### src/rtl/fpu_mant_mul_seq.sv
// Sequential shift-add mantissa multiplier: restores the hidden bit and
// forms the full-width product of {1,mant_a} x {1,mant_b}, one partial product per cycle.
module fpu_mant_mul_seq #(
    parameter int unsigned MANT_W = 10
) (
    input  logic                  clk,
    input  logic                  rst_n,
    input  logic                  start,
    input  logic [MANT_W-1:0]     mant_a,
    input  logic [MANT_W-1:0]     mant_b,
    output logic                  busy,
    output logic                  done,
    output logic [2*MANT_W+1:0]   product,
    output logic                  norm_shift
);

    localparam int unsigned OP_W   = MANT_W + 1;
    localparam int unsigned PROD_W = 2 * MANT_W + 2;
    localparam int unsigned CNT_W  = $clog2(MANT_W + 1);

    typedef enum logic [1:0] {
        IDLE = 2'd0,
        RUN  = 2'd1,
        DONE = 2'd2
    } state_t;

    state_t              state_q, state_d;
    logic [OP_W-1:0]     opa_q, opa_d;
    logic [OP_W-1:0]     opb_q, opb_d;
    logic [PROD_W-1:0]   acc_q, acc_d;
    logic [CNT_W-1:0]    cnt_q, cnt_d;
    logic [PROD_W-1:0]   product_q, product_d;
    logic                norm_shift_q, norm_shift_d;
    logic                busy_q, busy_d;
    logic                done_q, done_d;

    logic                pp_en;
    logic [PROD_W-1:0]   pp;
    logic [PROD_W-1:0]   sum;

    // State and datapath registers
    always_ff @(posedge clk or negedge rst_n) begin
        if (!rst_n) begin
            state_q      <= IDLE;
            opa_q        <= '0;
            opb_q        <= '0;
            acc_q        <= '0;
            cnt_q        <= '0;
            product_q    <= '0;
            norm_shift_q <= 1'b0;
            busy_q       <= 1'b0;
            done_q       <= 1'b0;
        end else begin
            state_q      <= state_d;
            opa_q        <= opa_d;
            opb_q        <= opb_d;
            acc_q        <= acc_d;
            cnt_q        <= cnt_d;
            product_q    <= product_d;
            norm_shift_q <= norm_shift_d;
            busy_q       <= busy_d;
            done_q       <= done_d;
        end
    end

    // Next-state, shift-add step and registered output flags
    always_comb begin
        state_d      = state_q;
        opa_d        = opa_q;
        opb_d        = opb_q;
        acc_d        = acc_q;
        cnt_d        = cnt_q;
        product_d    = product_q;
        norm_shift_d = norm_shift_q;

        pp_en = |(opb_q & (OP_W'(1) << cnt_q));
        pp    = pp_en ? (PROD_W'(opa_q) << cnt_q) : '0;
        sum   = acc_q + pp;

        unique case (state_q)
            IDLE: begin
                if (start) begin
                    opa_d   = {1'b1, mant_a};
                    opb_d   = {1'b1, mant_b};
                    acc_d   = '0;
                    cnt_d   = '0;
                    state_d = RUN;
                end
            end
            RUN: begin
                acc_d = sum;
                cnt_d = cnt_q + CNT_W'(1);
                // Final iteration publishes the sum including this cycle's partial product
                if (cnt_q == CNT_W'(MANT_W)) begin
                    product_d    = sum;
                    norm_shift_d = sum[PROD_W-1];
                    state_d      = DONE;
                end
            end
            DONE: begin
                state_d = IDLE;
            end
            default: begin
                state_d = IDLE;
            end
        endcase

        busy_d = (state_d != IDLE);
        done_d = (state_d == DONE);
    end

    assign busy       = busy_q;
    assign done       = done_q;
    assign product    = product_q;
    assign norm_shift = norm_shift_q;

endmodule

### config.mk
export PLATFORM = sky130hd
export DESIGN_NAME = fpu_mant_mul_seq
export DESIGN_NICKNAME = d
export VERILOG_FILES = /design/src/rtl/fpu_mant_mul_seq.sv
export SDC_FILE = /design/constraint.sdc
export NUM_CORES = 1
export LEC_CHECK = 0
export CAP_MARGIN = 10
export CORE_MARGIN = 10
export CORE_UTILIZATION = 47
export DETAILED_ROUTE_END_ITERATION = 7
export PLACE_DENSITY = 0.76
export SLEW_MARGIN = 20
export SYNTH_ARGS = -nofsm -noshare
export SYNTH_HDL_FRONTEND = slang
export SYNTH_SLANG_ARGS = --single-unit
### constraint.sdc
create_clock -name clk -period 4.2 [get_ports clk]
set_input_delay 0.84 -clock clk [delete_from_list [all_inputs] [get_ports clk]]
set_output_delay 0.84 -clock clk [all_outputs]
set_load 0.05 [all_outputs]
==> run_results.csv, run 1 <==
group,metric,value,unit
worst_setup_path,crit_arrival,4100,ps
final_layout,final_area,5350,um2
placed_design,place_congestion,0.934,
placed_design,dp_slack,383,ps
min_path,hp-class,"reg2reg",
synthesis,synthMuxAreaShare,0.100,
synthesis,synth_top_family_by_area,"compound AO/OA/AOI/OAI gates",
final_layout,mostFrequentLayoutCell,"dfrtp_1",
worst_setup_path,r2r_cells,15,
global_route,grt_use_total,0.166,
power,p_comb_frac,0.643,
sta,hold_violations,0,
power,power.switching,0.00246,W
synthesis,synth_top_area_frac,0.401,
synthesis,ys_ff_latch,73,
sta,clock-skew-final,13.7,ps
clock_network,cts_tree,"yes",
power,peakVddDrop,0.559,mV
drt,vias,3732,
power,p_leak,2.47,nW
sta,tns,0,ps
sta,period_needed,3850,ps
global_route,grt_pass1_wl,19400,um
synthesis,synth-compound-area-share,0.200,
min_path,min_from,"product[10]$_DFFE_PN0P_",
sta,setup_slack,347,ps
final_layout,diodes,0,
floorplanning,die_h,118,um
synthesis,synthCells,467,
power,power_frac_seq,0.249,
job,cap_violations,0,
synthesis,ys_types,68,
sta,finalCritPeriodShare,0.917,
power,clkPwrFrac,0.109,
drt,post_drt_wl_per_cell,17.7,um
sta,rsz0062_at_grt,"no",
clock_network,postCtsSetupBuffers,0,
sta,relSlewSlack,0.441,
final_layout,syn_to_final_growth,17.4,%
synthesis,async_flop_share,1.00,
drt,ant_nets,0,
min_path,whs_path_depth,2,
global_route,antenna_found_initial,0,
power,pwr_density_cell,955,nW/um2
synthesis,avgSynthCellArea,9.76,um2
floorplanning,ios,48,
drt,drc,0,
drt,wl,11400,um
clock_network,cts_resized,0,
sta,setup_violations,0,
placed_design,placed_area,5160,um2
clock_network,cts_sinks,73,
clock_network,worstSkewPairLatency,370,ps
floorplanning,die-area,14000,um2
final_layout,drive_gt1_frac,0.145,
synthesis,synth_ff_type,"dfrtp_1",
power,internal_power,0.00265,W
sta,slew_violations,0,
run_status,status,"finished clean",
sta,fmax,260,MHz
worst_setup_path,crit_fanout,13,
synthesis,synth.area.top_cells,"dfrtp_1 40%, ha_1 7.4%, mux2_2 7.4%",
placed_design,port_buffers,47,
worst_setup_path,crit_start,"cnt_q[0]$_DFFE_PN0P_",
sta,tightest_slew,838,ps
synthesis,synth-seq-area-share,0.401,
final_layout,final_net_count,562,
drt,drt_iter0_drc,236,
synthesis,synth_xor_area_frac,0.0395,
global_route,grt_pass1_vias,3797,
power,switching_share,0.481,
final_layout,fillCellCount,812,
clock_network,cts_made_buffers,9,
synthesis,netlist_area,4560,um2
worst_setup_path,critPathKind,"reg2reg",
worst_setup_path,critical_path_required,4450,ps
placed_design,hpwl,8520,um
clock_network,cts_root_buffer,"clkbuf_8",
clock_network,ctsHoldBuffers,0,
floorplanning,die_w,118,um
final_layout,layout_common_cells,"73 x dfrtp_1, 67 x nand2_1, 46 x clkdlybuf4s50_1",
clock_network,clk_pin_slew,70,ps
synthesis,synth-warning-count,0,
synthesis,synthSimpleGateAreaFrac,0.146,
worst_setup_path,startpoint_type,"register",
worst_setup_path,cp-end-kind,"register",
floorplanning,rows,35,
final_layout,fin_util,0.574,
drt,routed_via_density,5.79,
synthesis,synth_fa_ha_area_frac,0.0785,
drt,firstDrtPassIters,5,
synthesis,synth_top_area_cell,"dfrtp_1",
floorplanning,start_util,0.489,
global_route,overflow,0,
floorplanning,coreArea,9330,um2
synthesis,synthesis.nets,518,
synthesis,synth-edff-count,0,
clock_network,htree_levels,3,
global_route,grt_max_degree,39,
worst_setup_path,timing.rr.start,"cnt_q[0]$_DFFE_PN0P_",
clock_network,clk_path_buf_depth,2,
-- cells by family after synthesis --
group | Yosys count
AOI/OAI and AO/OA | 126
DFF | 73
xor gates and xnor gates | 19
adders and majority gates | 28
buffers and inverters | 37
muxes | 40
and+or+nand+nor | 144
-- worst paths after layout --
| check | endpoint | slack (ps) |
|---|---|---|
| worst max-delay path | product[14]$_DFFE_PN0P_ | 350 |
| worst min register to register | product[10]$_DFFE_PN0P_ | 490 |
| worst min-delay path | product[10]$_DFFE_PN0P_ | 490 |
| max in group asynchronous | acc_q[14]$_DFFE_PN0P_ | 3330 |
| min in group asynchronous | product[12]$_DFFE_PN0P_ | 520 |
| worst max register to register | product[14]$_DFFE_PN0P_ | 350 |
-- flip-flops by register name, summed over array words and instances (netlist names) --
| register | flops |
|---|---|
| acc_q | 22 |
| product | 22 |
| opa_q | 11 |
| opb_q | 10 |
| cnt_q | 4 |
| state_q | 2 |
| busy | 1 |
| done | 1 |
-- area by class of cell --
| type | instances | area, um2 | share of cell area |
|---|---|---|---|
| clock inverters | 6 | 57.6 | 0.0108 |
| multi-input cells | 357 | 2570 | 0.481 |
| flip-flops and latches | 73 | 1830 | 0.341 |
| clock buffers | 10 | 138 | 0.0257 |
| repair buffers | 58 | 548 | 0.102 |
| well taps | 129 | 161 | 0.0302 |
| inverters | 12 | 45.0 | 0.00842 |
-- through the flow --
step	cells	total power, W	hold WS [ps]
after floorplan	467	0.00372	456
after global placement	629	0.00447	463
after detailed placement	629	0.00453	461
after CTS	645	0.00511	489
after global routing	645	0.00551	517
final	645	0.00511	487
-- power by group through the flow --
stage               combinational [W]  clock, W  sequential, W
floorplan                     0.00218         0        0.00154
global placement              0.00320         0        0.00127
detailed placement            0.00325         0        0.00128
CTS                           0.00327  0.000570        0.00127
global route                  0.00360  0.000598        0.00131
finish                        0.00328  0.000557        0.00127
-- per-layer routing --
metal  wire, um  up-vias  track usage
li1           -     1775            -
met1       5220     1835        0.215
met2       5400      110        0.267
met3        621       12       0.0371
met4        157        0       0.0573
met5          0        -            0
-- critical path: stages (launching register included) --
cell      delay, ps
dfrtp_1         400
clkinv_1        240
ha_1            320
a221o_1         320
o21ai_0          70
a21o_1          190
buf_4           200
nor2_1           90
fa_1            450
a211oi_2        270
o21a_1          170
o21ai_1         120
o31ai_2         330
o21ai_1         140
xor2_1          170
mux2_2          270
-- synthesized netlist by cell type, types with 8 or more instances --
cell type	n
mux2_2	30
o22ai_1	10
nand2_1	67
inv_1	10
xor2_1	10
o21ai_1	11
clkbuf_1	13
a22o_1	19
o21ai_0	14
nand3_1	10
ha_1	27
buf_2	8
xnor2_1	8
a21oi_1	29
a21o_1	8
dfrtp_1	73
nor2_1	29
(Power assumes the default switching activity.)
==> run 2: changes to the inputs <==
--- a/config.mk
+++ b/config.mk
@@ -12,3 +12,2 @@
 export PLACE_DENSITY = 0.76
-export SLEW_MARGIN = 20
 export SYNTH_ARGS = -nofsm -noshare
==> constraint.sdc (replaced) <==
create_clock -name clk -period 4.2 [get_ports clk]
set_input_delay 0.42 -clock clk [delete_from_list [all_inputs] [get_ports clk]]
set_output_delay 0.42 -clock clk [all_outputs]
set_load 0.05 [all_outputs]
==> run 2 against run 1 <==
  * Sequential power about the same
  * Total power shrank 0.44%
  * Sequential share of layout area increased by 0.080 points
  * Register-to-register slack about the same
  * Critical path type unchanged
==> run_results.csv, run 2 (synthesized netlist as in run 1, its figures left out) <==
group,metric,value,unit
worst_setup_path,r2r-end,"product[21]$_DFFE_PN0P_",
floorplanning,die_h,118,um
sta,fmax,259,MHz
clock_network,htree_levels,3,
run_status,status,"finished clean",
power,peakVddDrop,0.471,mV
clock_network,cts_sinks,73,
sta,finalCritPeriodShare,0.918,
power,p_leak,2.45,nW
power,switching_share,0.486,
placed_design,dp_slack,410,ps
power,internal_power,0.00261,W
placed_design,port_buffers,47,
sta,tns,0,ps
worst_setup_path,r2r_cells,13,
worst_setup_path,startpoint_type,"register",
power,p_comb_frac,0.647,
power,clkPwrFrac,0.104,
floorplanning,rows,35,
clock_network,postCtsSetupBuffers,0,
clock_network,cts_made_buffers,9,
sta,relSlewSlack,0.317,
global_route,overflow,0,
final_layout,final_net_count,561,
sta,rsz0062_at_grt,"no",
power,total_power,0.00509,W
drt,post_drt_wl_per_cell,17.9,um
final_layout,drive_gt1_frac,0.144,
worst_setup_path,crit_fanout,14,
min_path,hp-class,"in2async",
placed_design,place_congestion,0.946,
final_layout,layout_common_cells,"73 x dfrtp_1, 67 x nand2_1, 46 x clkdlybuf4s50_1",
global_route,grt_pass1_vias,3811,
global_route,grt_max_degree,41,
worst_setup_path,critPathKind,"reg2reg",
sta,hold_ws,183,ps
drt,wl,11500,um
worst_setup_path,crit_end,"product[21]$_DFFE_PN0P_",
sta,period_needed,3860,ps
clock_network,worstSkewPairLatency,360,ps
floorplanning,start_util,0.489,
sta,clock-skew-final,11.0,ps
worst_setup_path,timing.rr.start,"cnt_q[0]$_DFFE_PN0P_",
sta,setup_slack,344,ps
floorplanning,die_w,118,um
final_layout,mostFrequentLayoutCell,"dfrtp_1",
floorplanning,coreArea,9330,um2
sta,slew_violations,0,
drt,ant_nets,0,
power,power_frac_seq,0.249,
power,pwr_density_cell,953,nW/um2
final_layout,diodes,0,
worst_setup_path,critical_path_required,4440,ps
worst_setup_path,rrSetupSlack,340,ps
drt,drc,0,
clock_network,clk_path_buf_depth,2,
clock_network,clk_pin_slew,80,ps
global_route,grt_use_total,0.166,
drt,vias,3696,
global_route,grt_pass1_wl,19500,um
clock_network,cts_resized,0,
placed_design,hpwl,8730,um
sta,tightest_slew,1020,ps
sta,hold_violations,0,
floorplanning,die-area,14000,um2
job,cap_violations,0,
clock_network,ctsHoldBuffers,0,
clock_network,cts_tree,"yes",
sta,setup_violations,0,
drt,firstDrtPassIters,5,
drt,routed_via_density,5.74,
floorplanning,ios,48,
drt,drt_iter0_drc,223,
worst_setup_path,crit_start,"cnt_q[0]$_DFFE_PN0P_",
worst_setup_path,crit_arrival,4100,ps
final_layout,syn_to_final_growth,17.2,%
worst_setup_path,cp-end-kind,"register",
global_route,antenna_found_initial,0,
clock_network,cts_root_buffer,"clkbuf_8",
power,power.switching,0.00247,W
## run 2: cell count changes in the layout (fill, tap and decap cells not counted), sizes merged
cell,delta
bufinv,-1
buf,-1
inv,+1
clkbuf,+1
clkinvlp,+3
clkinv,-4
## run 2: worst min-delay path by stage
stage / end / startpoint / depth (start not counted)
detailed placement: product[5]$_DFFE_PN0P_ / product[5]$_DFFE_PN0P_ / 2
global route: done$_DFF_PN0_ / rst_n / 1
finish: product[4]$_DFFE_PN0P_ / rst_n / 1
floorplan: acc_q[0]$_DFFE_PN0P_ / rst_n / 0
global placement: product[6]$_DFFE_PN0P_ / product[6]$_DFFE_PN0P_ / 2
CTS: product[4]$_DFFE_PN0P_ / rst_n / 1
## run 2: layer usage
metal  wire [um]  GRT usage  vias to the layer above
li1            -          -                     1771
met1        5180      0.219                     1810
met2        5560      0.266                       99
met3         634     0.0328                       16
met4         152     0.0573                        0
met5           0          0                        -
## run 2: metrics by stage
step	util	instances	cell area [um2]
CTS	0.572	644	5340
finish	0.572	644	5340
detailed placement	0.552	628	5150
global placement	0.552	628	5150
floorplan	-	467	4560
global route	0.572	644	5340
## run 2: critical path, cell delays in order (launching register included)
cell and delay (ps):
dfrtp_1 380, clkinv_1 220, ha_1 320, a222oi_1 360
nand3b_1 440, o22ai_1 150, ha_1 390, a21oi_1 260
o21ai_2 150, a2111oi_4 380, nand3_2 130, nand2_1 100
xnor3_1 220, mux2_4 260
## run 2: final cells by class
class                      instances  area [um2]
multi-input combinational        357        2570
timing repair buffer              57         541
clock inverter                     5        38.8
sequential                        73        1830
fill                             817        3990
clock buffer                      11         151
tap                              129         161
inverter                          12        45.0
## run 2: power by group through the flow
stage | combinational [W] | clock [W] | sequential (W)
finish | 0.00329 | 0.000529 | 0.00127
CTS | 0.00328 | 0.000537 | 0.00127
global route | 0.00362 | 0.000569 | 0.00131
global placement | 0.00320 | 0 | 0.00127
detailed placement | 0.00326 | 0 | 0.00128
floorplan | 0.00218 | 0 | 0.00154
==> run 3: changes to the inputs <==
- clock period: 4.2 -> 3.45 ns (I/O delays scaled with it)
==> run 3 against run 2 <==
  * The run now ends with setup timing left
  * Clock skew fell by 3.8 ps
  * Cell count rose by 13%
  * Fmax rose by 8.6%
  * Non-clock buffer count rose by 82
  * Via count rose by 12%
  * Worst hold slack improved by 130 ps
==> run_results.csv, run 3 (synthesized netlist as in run 1, its figures left out) <==
group,metric,value,unit
run_status,status,"finished, violations left",
run_status,violations,"setup timing",
sta,setup_slack,-99.1,ps
clock_network,clk_path_buf_depth,2,
global_route,grt_pass1_wl,21100,um
job,cap_violations,0,
clock_network,cts_sinks,73,
global_route,grt_pass1_vias,4187,
final_layout,syn_to_final_growth,44.6,%
final_layout,final_net_count,643,
worst_setup_path,critPathTopFamily,"compound AO/OA/AOI/OAI gates",
placed_design,place_congestion,0.924,
global_route,antenna_found_initial,0,
worst_setup_path,critical_path_required,3700,ps
floorplanning,rows,35,
final_layout,diodes,0,
drt,post_drt_wl_per_cell,18.5,um
sta,fmax,282,MHz
floorplanning,die_w,118,um
sta,hold_violations,0,
placed_design,port_buffers,47,
global_route,grt_max_degree,36,
clock_network,clk_pin_slew,80,ps
clock_network,cts_tree,"yes",
worst_setup_path,cp_num_buf_inv,3,
clock_network,htree_levels,3,
worst_setup_path,crit_chain,"buf_6 -> clkinv_8 -> ha_4 -> a22o_1 -> o21ai_2 -> a21o_2 -> or2_4 -> o32ai_2 -> ha_1 -> buf_6 -> and3_4 -> a221o_1 -> a21oi_2 -> o21ai_1 -> xor2_1 -> mux2_4",
final_layout,mostFrequentLayoutCell,"buf_4",
clock_network,worstSkewPairLatency,360,ps
final_layout,fin_util,0.706,
drt,drc,0,
sta,setup_violations,6,
clock_network,cts_root_buffer,"clkbuf_8",
drt,vias,4147,
clock_network,cts_made_buffers,9,
drt,wl,13500,um
drt,drt_iter0_drc,256,
sta,relSlewSlack,0.656,
floorplanning,die_h,118,um
final_layout,layout_common_cells,"76 x buf_4, 70 x dfrtp_1, 63 x nand2_1",
min_path,hp-class,"in2async",
drt,routed_via_density,5.71,
drt,firstDrtPassIters,5,
sta,clock-skew-final,7.16,ps
sta,tightest_slew,515,ps
floorplanning,die-area,14000,um2
worst_setup_path,cp-end-kind,"register",
final_layout,fillCellCount,678,
worst_setup_path,slowest_delay,460,ps
worst_setup_path,slowest_stage,"dfrtp_2",
worst_setup_path,crit_fanout,5,
worst_setup_path,critPathKind,"reg2reg",
final_layout,drive_gt1_frac,0.397,
global_route,overflow,0,
sta,slew_violations,0,
floorplanning,start_util,0.489,
worst_setup_path,startpoint_type,"register",
worst_setup_path,crit_arrival,3800,ps
final_layout,layoutNonFillerInstCount,726,
sta,period_needed,3550,ps
floorplanning,ios,48,
sta,tns,-294,ps
sta,finalCritPeriodShare,1.03,
placed_design,dp_cells,679,
floorplanning,coreArea,9330,um2
sta,rsz0062_at_grt,"yes",
global_route,grt_use_total,0.181,
placed_design,hpwl,9220,um
drt,ant_nets,0,
worst_setup_path,crit_top_cell,"buf_6",
## run 3: cell types whose count changed in the layout (fill, tap and decap cells not counted), sizes merged
cell / previous run / this run
dlygate4sd3: 0 / 1
inv: 11 / 10
clkinv: 2 / 4
buf: 11 / 92
bufinv: 0 / 1
clkinvlp: 4 / 2
## run 3: repair_timing
action | CTS | global route
pin swaps | 17 | 53
setup endpoints to repair | 13 | 29
setup buffers | 11 | 18
hold buffers | 1 | 0
hold endpoints to repair | 4 | 0
gates resized for setup | 17 | 106
cloned | 0 | 1
## run 3: cell type report
cell class / count / area [um2] / share of cell area
clock buffers: 11 / 141 / 0.0215
clock inverters: 5 / 55.1 / 0.00836
inverters: 12 / 62.6 / 0.00950
multi-input cells: 357 / 3100 / 0.471
flip-flops and latches: 73 / 1830 / 0.278
well taps: 129 / 161 / 0.0245
repair buffers: 139 / 1230 / 0.187
## run 3: routing by layer
metal,vias to the layer above,routed length (um),global-route usage
met5,-,0,0
met4,0,241,0.0679
met3,22,617,0.0419
met2,113,6730,0.307
met1,2060,5870,0.220
li1,1952,-,-
## run 3: final timing paths
check                                         from                 endpoint  slack [ps]  depth (start not counted)
max                           cnt_q[0]$_DFFE_PN0P_  product[20]$_DFFE_PN0P_        -100                         16
min                                          rst_n     opb_q[7]$_DFFE_PN0P_         320                          2
max reg2reg                   cnt_q[0]$_DFFE_PN0P_  product[20]$_DFFE_PN0P_        -100                         16
min reg2reg                product[12]$_DFFE_PN0P_  product[12]$_DFFE_PN0P_         490                          2
max in group asynchronous                    rst_n     cnt_q[0]$_DFFE_PN0P_        2460                          3
min in group clk           product[12]$_DFFE_PN0P_  product[12]$_DFFE_PN0P_         490                          2
## run 3: per-stage QoR
step	setup WS (ps)	instance area (um2)	hold WS [ps]
finish	-99.1	6590	317
CTS	-24.6	5940	308
floorplan	-42.2	4640	49.4
global route	-287	6590	308
detailed placement	-93.4	5590	167
global placement	-60.1	5590	167
Power of run 3 is not shown: default switching activity piles up to over one toggle a cycle in this logic, so the estimate is an artifact.
